File: src/rtl/clock_display_mux.sv
// clock_display_mux
//   Drives a 6-digit multiplexed common-anode 7-segment display as HH MM SS from
//   binary time fields. Each field becomes two BCD digits. One digit is scanned
//   per refresh tick. The time is snapshotted once per frame, so a frame never
//   mixes two different times.
//
// Parameters
//   SCAN_DIV  clk cycles per digit slot (>= 2)
//
// Ports
//   clk    in   1  system clock, rising edge
//   reset  in   1  asynchronous reset, active-low
//   sec    in   6  seconds, binary, valid 0..59
//   min    in   6  minutes, binary, valid 0..59
//   hour   in   5  hours, binary, valid 0..23
//   an     out  6  digit enables, active-low; an[0]=sec ones .. an[5]=hour tens
//   seg    out  7  segments, active-low, {g,f,e,d,c,b,a}
//   dp     out  1  decimal point / colon, active-low
module clock_display_mux #(
  parameter int unsigned SCAN_DIV = 50_000
) (
  input  logic       clk,
  input  logic       reset,
  input  logic [5:0] sec,
  input  logic [5:0] min,
  input  logic [4:0] hour,
  output logic [5:0] an,
  output logic [6:0] seg,
  output logic       dp
);

  localparam int unsigned DivW = (SCAN_DIV > 2) ? $clog2(SCAN_DIV) : 1;
  localparam logic [DivW-1:0] DivLast = DivW'(SCAN_DIV - 1);
  localparam logic [2:0] IdxLast = 3'd5;

  localparam logic [6:0] SegDash  = 7'b0111111;
  localparam logic [6:0] SegBlank = 7'b1111111;

  // Largest legal value of each field; anything above shows dashes.
  localparam logic [5:0] SecMax  = 6'd59;
  localparam logic [5:0] MinMax  = 6'd59;
  localparam logic [5:0] HourMax = 6'd23;

  // ---------------------------------------------------------------------------
  // Helpers
  // ---------------------------------------------------------------------------

  // Active-low 7-segment pattern for a BCD digit.
  function automatic logic [6:0] seg_of(input logic [3:0] d);
    logic [6:0] s;
    case (d)
      4'd0:    s = 7'b1000000;
      4'd1:    s = 7'b1111001;
      4'd2:    s = 7'b0100100;
      4'd3:    s = 7'b0110000;
      4'd4:    s = 7'b0011001;
      4'd5:    s = 7'b0010010;
      4'd6:    s = 7'b0000010;
      4'd7:    s = 7'b1111000;
      4'd8:    s = 7'b0000000;
      4'd9:    s = 7'b0010000;
      default: s = SegDash;
    endcase
    return s;
  endfunction

  // Constant division by 10 is exact for the whole 6-bit range.
  function automatic logic [3:0] ones_of(input logic [5:0] v);
    return 4'(v % 6'd10);
  endfunction

  function automatic logic [3:0] tens_of(input logic [5:0] v);
    return 4'(v / 6'd10);
  endfunction

  // ---------------------------------------------------------------------------
  // Refresh divider
  // ---------------------------------------------------------------------------
  logic [DivW-1:0] div_q, div_d;
  logic            tick;

  assign tick = (div_q == DivLast);

  always_comb begin
    div_d = div_q + 1'b1;
    if (tick) begin
      div_d = '0;
    end
  end

  // ---------------------------------------------------------------------------
  // Scan index, blank flag and per-frame snapshot
  // ---------------------------------------------------------------------------
  logic [2:0] idx_q, idx_d;
  logic       blank_q, blank_d;
  logic [5:0] snap_sec_q, snap_sec_d;
  logic [5:0] snap_min_q, snap_min_d;
  logic [4:0] snap_hour_q, snap_hour_d;

  always_comb begin
    idx_d       = idx_q;
    blank_d     = blank_q;
    snap_sec_d  = snap_sec_q;
    snap_min_d  = snap_min_q;
    snap_hour_d = snap_hour_q;
    if (tick) begin
      blank_d = 1'b0;
      if (idx_q == IdxLast) begin
        // Frame boundary: start over at sec ones with a fresh copy of the time.
        idx_d       = 3'd0;
        snap_sec_d  = sec;
        snap_min_d  = min;
        snap_hour_d = hour;
      end else begin
        idx_d = idx_q + 3'd1;
      end
    end
  end

  // ---------------------------------------------------------------------------
  // Digit decode from the snapshot
  // ---------------------------------------------------------------------------
  logic [5:0] hour_ext;
  logic       sec_ok, min_ok, hour_ok;
  logic [6:0] sec_lo, sec_hi, min_lo, min_hi, hour_lo, hour_hi;

  assign hour_ext = {1'b0, snap_hour_q};
  assign sec_ok   = (snap_sec_q <= SecMax);
  assign min_ok   = (snap_min_q <= MinMax);
  assign hour_ok  = (hour_ext <= HourMax);

  always_comb begin
    sec_lo  = sec_ok  ? seg_of(ones_of(snap_sec_q)) : SegDash;
    sec_hi  = sec_ok  ? seg_of(tens_of(snap_sec_q)) : SegDash;
    min_lo  = min_ok  ? seg_of(ones_of(snap_min_q)) : SegDash;
    min_hi  = min_ok  ? seg_of(tens_of(snap_min_q)) : SegDash;
    hour_lo = hour_ok ? seg_of(ones_of(hour_ext))   : SegDash;
    hour_hi = hour_ok ? seg_of(tens_of(hour_ext))   : SegDash;
  end

  // ---------------------------------------------------------------------------
  // Output register next-state
  // ---------------------------------------------------------------------------
  logic [5:0] an_q, an_d;
  logic [6:0] seg_q, seg_d;
  logic       dp_q, dp_d;
  logic       colon_slot;

  // Colon blinks on the hour-ones and min-ones digits, lit on even seconds.
  assign colon_slot = (idx_q == 3'd2) || (idx_q == 3'd4);

  always_comb begin
    an_d  = '1;
    seg_d = SegBlank;
    dp_d  = 1'b1;
    if (!blank_q) begin
      an_d = ~(6'b000001 << idx_q);
      case (idx_q)
        3'd0:    seg_d = sec_lo;
        3'd1:    seg_d = sec_hi;
        3'd2:    seg_d = min_lo;
        3'd3:    seg_d = min_hi;
        3'd4:    seg_d = hour_lo;
        3'd5:    seg_d = hour_hi;
        default: seg_d = SegBlank;
      endcase
      dp_d = ~(colon_slot && !snap_sec_q[0]);
    end
  end

  // ---------------------------------------------------------------------------
  // State
  // ---------------------------------------------------------------------------
  always_ff @(posedge clk or negedge reset) begin
    if (!reset) begin
      div_q       <= '0;
      idx_q       <= IdxLast;
      blank_q     <= 1'b1;
      snap_sec_q  <= '0;
      snap_min_q  <= '0;
      snap_hour_q <= '0;
      an_q        <= '1;
      seg_q       <= SegBlank;
      dp_q        <= 1'b1;
    end else begin
      div_q       <= div_d;
      idx_q       <= idx_d;
      blank_q     <= blank_d;
      snap_sec_q  <= snap_sec_d;
      snap_min_q  <= snap_min_d;
      snap_hour_q <= snap_hour_d;
      an_q        <= an_d;
      seg_q       <= seg_d;
      dp_q        <= dp_d;
    end
  end

  assign an  = an_q;
  assign seg = seg_q;
  assign dp  = dp_q;

endmodule

File: config.mk
export PLATFORM = sky130hd
export DESIGN_NAME = clock_display_mux
export DESIGN_NICKNAME = d
export VERILOG_FILES = /design/src/rtl/clock_display_mux.sv
export SDC_FILE = /design/constraint.sdc
export NUM_CORES = 1
export LEC_CHECK = 0
export CORE_MARGIN = 2
export CORE_UTILIZATION = 50
export CTS_CLUSTER_SIZE = 10
export DETAILED_ROUTE_END_ITERATION = 10
export PLACE_DENSITY = 0.7
export RECOVER_POWER = 50
export SYNTH_ARGS = -nofsm -noshare
export SYNTH_HDL_FRONTEND = slang
export SYNTH_SLANG_ARGS = --single-unit
File: constraint.sdc
create_clock -name clk -period 6.31 [get_ports clk]
set_input_delay 1.893 -clock clk [delete_from_list [all_inputs] [get_ports clk]]
set_output_delay 1.893 -clock clk [all_outputs]
set_load 0.01 [all_outputs]
==> metrics, run 1 <==
violations in the final reports capacitance limit, slew limit; count of port buffers added during placement 32; # rows 33; vias after detailed routing 3,698; DIE WIDTH 96.51 um; post-synthesis instance area 4279 sq um; TritonCTS Buffers 5; Detail Route Antenna Nets 0; top cell family by delay on the critical path buffers and inverters; worst hold path type flop to flop; status finished with violations; warning count from the yosys run 0; Post-Route WL 9.997 mm; Max-slew headroom -82.63%; share of cells above drive strength 1 10.47%; most frequent cell after synthesis nand2_1; Critical Path End Type asynchronous set/reset pin; Area Overhead vs Synth 9.240%; ratio of routed vias to standard cells 6.052; placed standard-cell area 4568 sq um; final net count 556; TritonCTS clock tree built; predominant post-synthesis flop cell dfrtp_1; sequential share of the synthesized area 30.32%; total track usage 22.72%; final setup violation count 0; area share of the largest cell type after synthesis 19.88%; sw frac 31.31%; commonest cells in the netlist nand2_1, dfrtp_1, nor2_1, ha_1, o21ai_0; IR drop worst, VDD 0.00009690 V; Power Total 0.8292 mW; share of the clock period used by the worst path 64.81%; effective utilization at floorplan 51.82%; # Post-CTS Setup Buffers 0; category of the worst setup path launch point primary input; first-pass GRT wire length 16.73 mm; Total Die Area 9314 sq um; combinational share of power 27.3%; number of global-route vias before repair 3,375; Post-Syn Area per Cell 8.697 sq um; clk_skew 4.163 ps; worst-margin pin slew 2739 ps; leakage power 1.941 nW; number of hold-slack violations in the final timing report 0; total power per unit cell area 177.4 nW/um^2; dpl hpwl 7.249 mm; Detailed Route Iter0 Violations 303; maximum buffer depth of the clock tree 2; Skew-Pair Late Insertion Delay 310 ps; Data arrival, critical path 3930 ps; count of distinct cell types in the synthesized netlist 71; slowest library cell on the worst path clkbuf_1; Area contributors post-synth dfrtp_1, dfstp_2, ha_1; die height 96.51 um; quantity of gates resized following cts 0; internal power contribution 0.5696 mW; clk slew on worst S/H paths 90 ps; core footprint 8258 sq um; data required time of the critical path 6150 ps; Post-Layout Inst Area 4674 sq um; Synth Net Count 543; number of search-and-repair iterations in the first detailed-routing pass 5; CTS Root Cell clkbuf_8; GRT Residual Overflow 0; CTS sink cnt 51; Mapped Cells 492; post-layout min period 4090 ps; RSZ-0062 raised after global routing false; max frequency 244.5 MHz; maximum fanout along the worst path 51; fraction of registers with async set/reset 100.0%; H-tree levels 2; post-detailed-route DRC marker count 0; cell type with the highest aggregate area in the netlist dfrtp_1; startpoint-to-endpoint class of the critical path primary input to asynchronous set/reset pin; final max-slew violation count 52; cell-by-cell listing of the critical path buf_2 -> clkbuf_1; pin count of the biggest net entering global routing 52; fraction of power consumed by the clock network 27.8%; post-detailed-route wirelength per cell 16.36 um; count of maximum capacitance violations 1; boundary pin count 33; proportion of power drawn by flip-flops and latches 45.0%; final weighted congestion in routability-driven placement 0.9081; count of flip-flops with a built-in enable after synthesis 0; total net switching power 0.2596 mW; n_diodes 0; number of antenna violations at the first check in global routing 0; synthesis-stage register bit count 51; sum of negative setup slack 0 ps; maximum cell stage delay along the critical path 1930 ps; number of hold-repair buffers added at the cts stage 0; count of buffer and inverter cells on the critical path 2
-- layout make-up --
cell class                 count  area, sq um
fill                         784         3583
multi-input combinational    392         2734
sequential                    51         1297
timing repair buffer          33        319.1
tap                          105        131.4
inverter                      22        82.58
clock buffer                   6        72.57
clock inverter                 2        37.54
-- path summary, 6_finish.rpt --
check                                   start       endpoint  slack [ps]  depth (start not counted)
worst max-delay path                    reset      div_q[15]        2220                          2
worst min-delay path                div_q[13]      div_q[13]         500                          1
worst max register to register  snap_min_q[4]         seg[3]        2310                         13
worst min register to register      div_q[13]      div_q[13]         500                          1
max in group clk                snap_min_q[4]         seg[3]        2310                         13
min in group asynchronous               reset  snap_sec_q[1]        2550                          2
-- routing by layer --
| metal | GRT usage (%) | part of all wire, % | vias up |
|---|---|---|---|
| li1 | - | - | 1814 |
| met1 | 31.05 | 45 | 1748 |
| met2 | 37.44 | 48 | 122 |
| met3 | 3.646 | 5.7 | 14 |
| met4 | 6.103 | 1.5 | 0 |
| met5 | 0 | 0 | - |
-- cell usage in the layout (no fill, tap or decap), types with 10 or more instances in the layout --
master	Yosys	layout
nand2b_1	10	10
clkdlybuf4s50_1	0	31
dfrtp_1	34	34
a21oi_1	21	21
inv_1	20	20
ha_1	32	32
xor2_1	10	10
o21ai_0	26	26
dfstp_2	17	15
nor2b_1	13	13
nor2_1	33	33
nor3_1	13	13
mux2_1	11	11
nand3_1	19	19
mux2_2	12	12
a31oi_1	12	12
nand2_1	45	45
-- per-stage QoR --
| step | worst slack [ps] | cells | utilization [%] | hold WS, ps |
|---|---|---|---|---|
| floorplan | 3142 | 492 | - | 447.9 |
| global placement | 2518 | 603 | 55.32 | 470.5 |
| detailed placement | 2356 | 603 | 55.32 | 487.4 |
| CTS | 2317 | 611 | 56.65 | 504.0 |
| global route | 1608 | 611 | 56.61 | 512.3 |
| finish | 2220 | 611 | 56.61 | 500.6 |
-- power groups by stage --
stage,logic (mW),registers [mW],clock network [mW]
after floorplan,0.165,0.369,0
after global placement,0.219,0.378,0
after detailed placement,0.224,0.379,0
after CTS,0.225,0.373,0.242
after global routing,0.253,0.376,0.252
final,0.226,0.373,0.230
-- registers in the layout (all words and copies together) (netlist names), 3 cells and up --
register,count
snap_min_q,6
seg,7
snap_sec_q,6
idx_q,3
snap_hour_q,5
div_q,16
an,6
-- logic make-up after synthesis --
group | synth area share [%]
multiplexers | 6.754
adder cells (fa/ha/maj) | 9.591
buffers and inverters | 5.789
flip-flops | 30.32
XOR/XNOR | 3.889
AO/OA/AOI/OAI | 21.49
AND/OR/NAND/NOR | 22.16
Note: power is estimated with default switching activity, not from simulation.
==> run 2: changes to the inputs <==
==> constraint.sdc (replaced) <==
create_clock -name clk -period 3.8 [get_ports clk]
set_input_delay 1.14 -clock clk [delete_from_list [all_inputs] [get_ports clk]]
set_output_delay 1.14 -clock clk [all_outputs]
set_load 0.01 [all_outputs]
==> metrics, run 2 (synthesized netlist as in run 1, its figures left out) <==
maximum buffer depth of the clock tree 2 (unchanged); first-pass GRT wire length 16.63 mm (-0.62%); RSZ-0062 raised after global routing false; dpl hpwl 7.229 mm (-0.28%); top cell family by delay on the critical path simple AND/OR/NAND/NOR gates; post-detailed-route DRC marker count 0 (unchanged); Hold Path Origin div_q[0]; TritonCTS clock tree built; leading cell types in the layout, fill and taps excluded nand2_1, dfrtp_1, nor2_1, ha_1, clkdlybuf4s50_1; die height 96.51 um (unchanged); CTS Root Cell clkbuf_8; minimum setup slack in the final design 448.6 ps (-1772 ps); IR drop worst, VDD 0.0001414 V (+46%); share of cells above drive strength 1 11.15% (+0.68 points); H-tree levels 2 (unchanged); Detail Route Antenna Nets 0 (unchanged); total power per unit cell area 295.1 nW/um^2 (+66%); fraction of power consumed by the clock network 28.3% (+0.5 points); max frequency 298.4 MHz; n_diodes 0 (unchanged); vias after detailed routing 3,706 (+0.22%); ratio of routed vias to standard cells 6.016 (-0.60%); placed standard-cell area 4606 sq um (+0.82%); CTS sink cnt 51 (unchanged); Total Die Area 9314 sq um (unchanged); final max-slew violation count 29 (-44%); status finished with violations; Detailed Route Iter0 Violations 172 (-43%); count of maximum capacitance violations 1 (unchanged); sw frac 31.68% (+0.37 points); worst-case register-to-register setup slack 450 ps (-1860 ps); Max-slew headroom -4.082% (+79 points); number of antenna violations at the first check in global routing 0 (unchanged); clk slew on worst S/H paths 100 ps (about the same); internal power contribution 0.9514 mW (+67%); final setup violation count 0 (unchanged); post-layout min period 3351 ps; TritonCTS Buffers 5 (unchanged); hold path endpoint div_q[0]; proportion of power drawn by flip-flops and latches 43.8% (-1.2 points); Worst Hold Path Cells 1 (unchanged); post-detailed-route wirelength per cell 15.96 um (-2.4%); maximum cell stage delay along the critical path 410 ps (-1520 ps); startpoint-to-endpoint class of the critical path flop to flop; combinational share of power 27.9% (+0.6 points); largest register by flop count div_q; share of the clock period used by the worst path 88.19%; GRT Residual Overflow 0 (unchanged); core footprint 8258 sq um (unchanged); maximum fanout along the worst path 6 (-88%); setup slack after placement 329.1 ps (-2027 ps); number of search-and-repair iterations in the first detailed-routing pass 5 (unchanged); Data arrival, critical path 3570 ps (-360 ps); most common library cell in the layout ignoring fill and taps nand2_1; total track usage 22.67% (-0.046 points); final net count 561 (+0.90%); DIE WIDTH 96.51 um (unchanged); final weighted congestion in routability-driven placement 0.9359 (+3.1%); Post-Route WL 9.832 mm (-1.7%); Critical Path End Type flop; total net switching power 0.4411 mW (+70%); number of cells on the worst reg-to-reg path 13 (unchanged); worst-margin pin slew 1561 ps (-1178 ps); category of the worst setup path launch point flop; Post-Layout Inst Area 4720 sq um (+0.96%); count of buffer and inverter cells on the critical path 2 (unchanged); count of port buffers added during placement 32 (unchanged); pin count of the biggest net entering global routing 29 (-44%); number of hold-slack violations in the final timing report 0 (unchanged); number of global-route vias before repair 3,400 (+0.74%); leakage power 1.964 nW (+1.2%); Skew-Pair Late Insertion Delay 310 ps (about the same); number of hold-repair buffers added at the cts stage 0 (unchanged); violations in the final reports capacitance limit, slew limit; worst hold path type flop to flop; clk_skew 5.176 ps (+1.013 ps); smallest hold slack 477.9 ps (-22.74 ps); boundary pin count 33 (unchanged); flip-flop count of the largest register, all copies and words added 16 (unchanged); # rows 33 (unchanged); Area Overhead vs Synth 10.29%; data required time of the critical path 4020 ps (-2130 ps); sum of negative setup slack 0 ps (unchanged); startpoint of the worst register-to-register path snap_min_q[4]; slowest library cell on the worst path ha_1; end of the worst register-to-register path seg[3]; effective utilization at floorplan 51.82% (unchanged); cell-by-cell listing of the critical path inv_1 -> ha_1 -> a21oi_1 -> o211a_1 -> nor4_4 -> o21ai_1 -> xnor2_1 -> inv_1 -> ha_1 -> or3_1 -> o2111ai_1 -> o21bai_1 -> nand4_1
[run 2: worst max path at each step]
stage,from,end,slack (ps),cells past startpoint
after floorplan,snap_min_q[3],seg[3],630,14
after global placement,snap_sec_q[3],seg[3],430,12
after detailed placement,snap_sec_q[3],seg[3],330,12
after CTS,snap_sec_q[3],seg[3],310,12
after global routing,snap_sec_q[3],seg[5],100,12
final,snap_min_q[4],seg[3],450,13
[run 2: metrics by stage]
stage                     utilization (%)  std cells  power (mW)
after floorplan                         -        492      0.8869
after global placement              55.77        608      0.9935
after detailed placement            55.77        608       1.002
after CTS                           57.17        616       1.404
after global routing                57.15        616       1.485
final                               57.15        616       1.393
[run 2: cell type report]
class	count	area, sq um
fillers	767	3538
multi-input cells	392	2741
flip-flops and latches	51	1297
repair buffers	38	351.6
well taps	105	131.4
inverters	22	82.58
clock buffers	5	68.82
clock inverters	3	46.29
[run 2: per-layer routing]
metal  wire length, um  GRT usage (%)  vias to the layer above
met5                 0              0                        -
met4               157          6.221                        0
met3               456          3.336                       16
met2              4723          36.40                       99
met1              4494          31.94                     1757
li1                  -              -                     1834
[run 2: timing repair]
action,CTS,global route
resized for setup,0,2
endpoints found under the setup margin,0,3
buffers inserted,0,0
[run 2: power groups by stage]
stage	Combinational (mW)	Clock, mW	Sequential, mW
after floorplan	0.274	0	0.613
after global placement	0.374	0	0.620
after global routing	0.435	0.435	0.614
final	0.388	0.395	0.610
after detailed placement	0.382	0	0.620
after CTS	0.385	0.410	0.610
==> run 3: changes to the inputs <==
--- a/config.mk
+++ b/config.mk
@@ -11,6 +11,7 @@
 export DETAILED_ROUTE_END_ITERATION = 10
 export PLACE_DENSITY = 0.7
 export RECOVER_POWER = 50
+export SLEW_MARGIN = 20
 export SYNTH_ARGS = -nofsm -noshare
 export SYNTH_HDL_FRONTEND = slang
 export SYNTH_SLANG_ARGS = --single-unit
==> results of run 3 <==
Same layout as run 2: the final DEF is identical, and so are final timing and power.
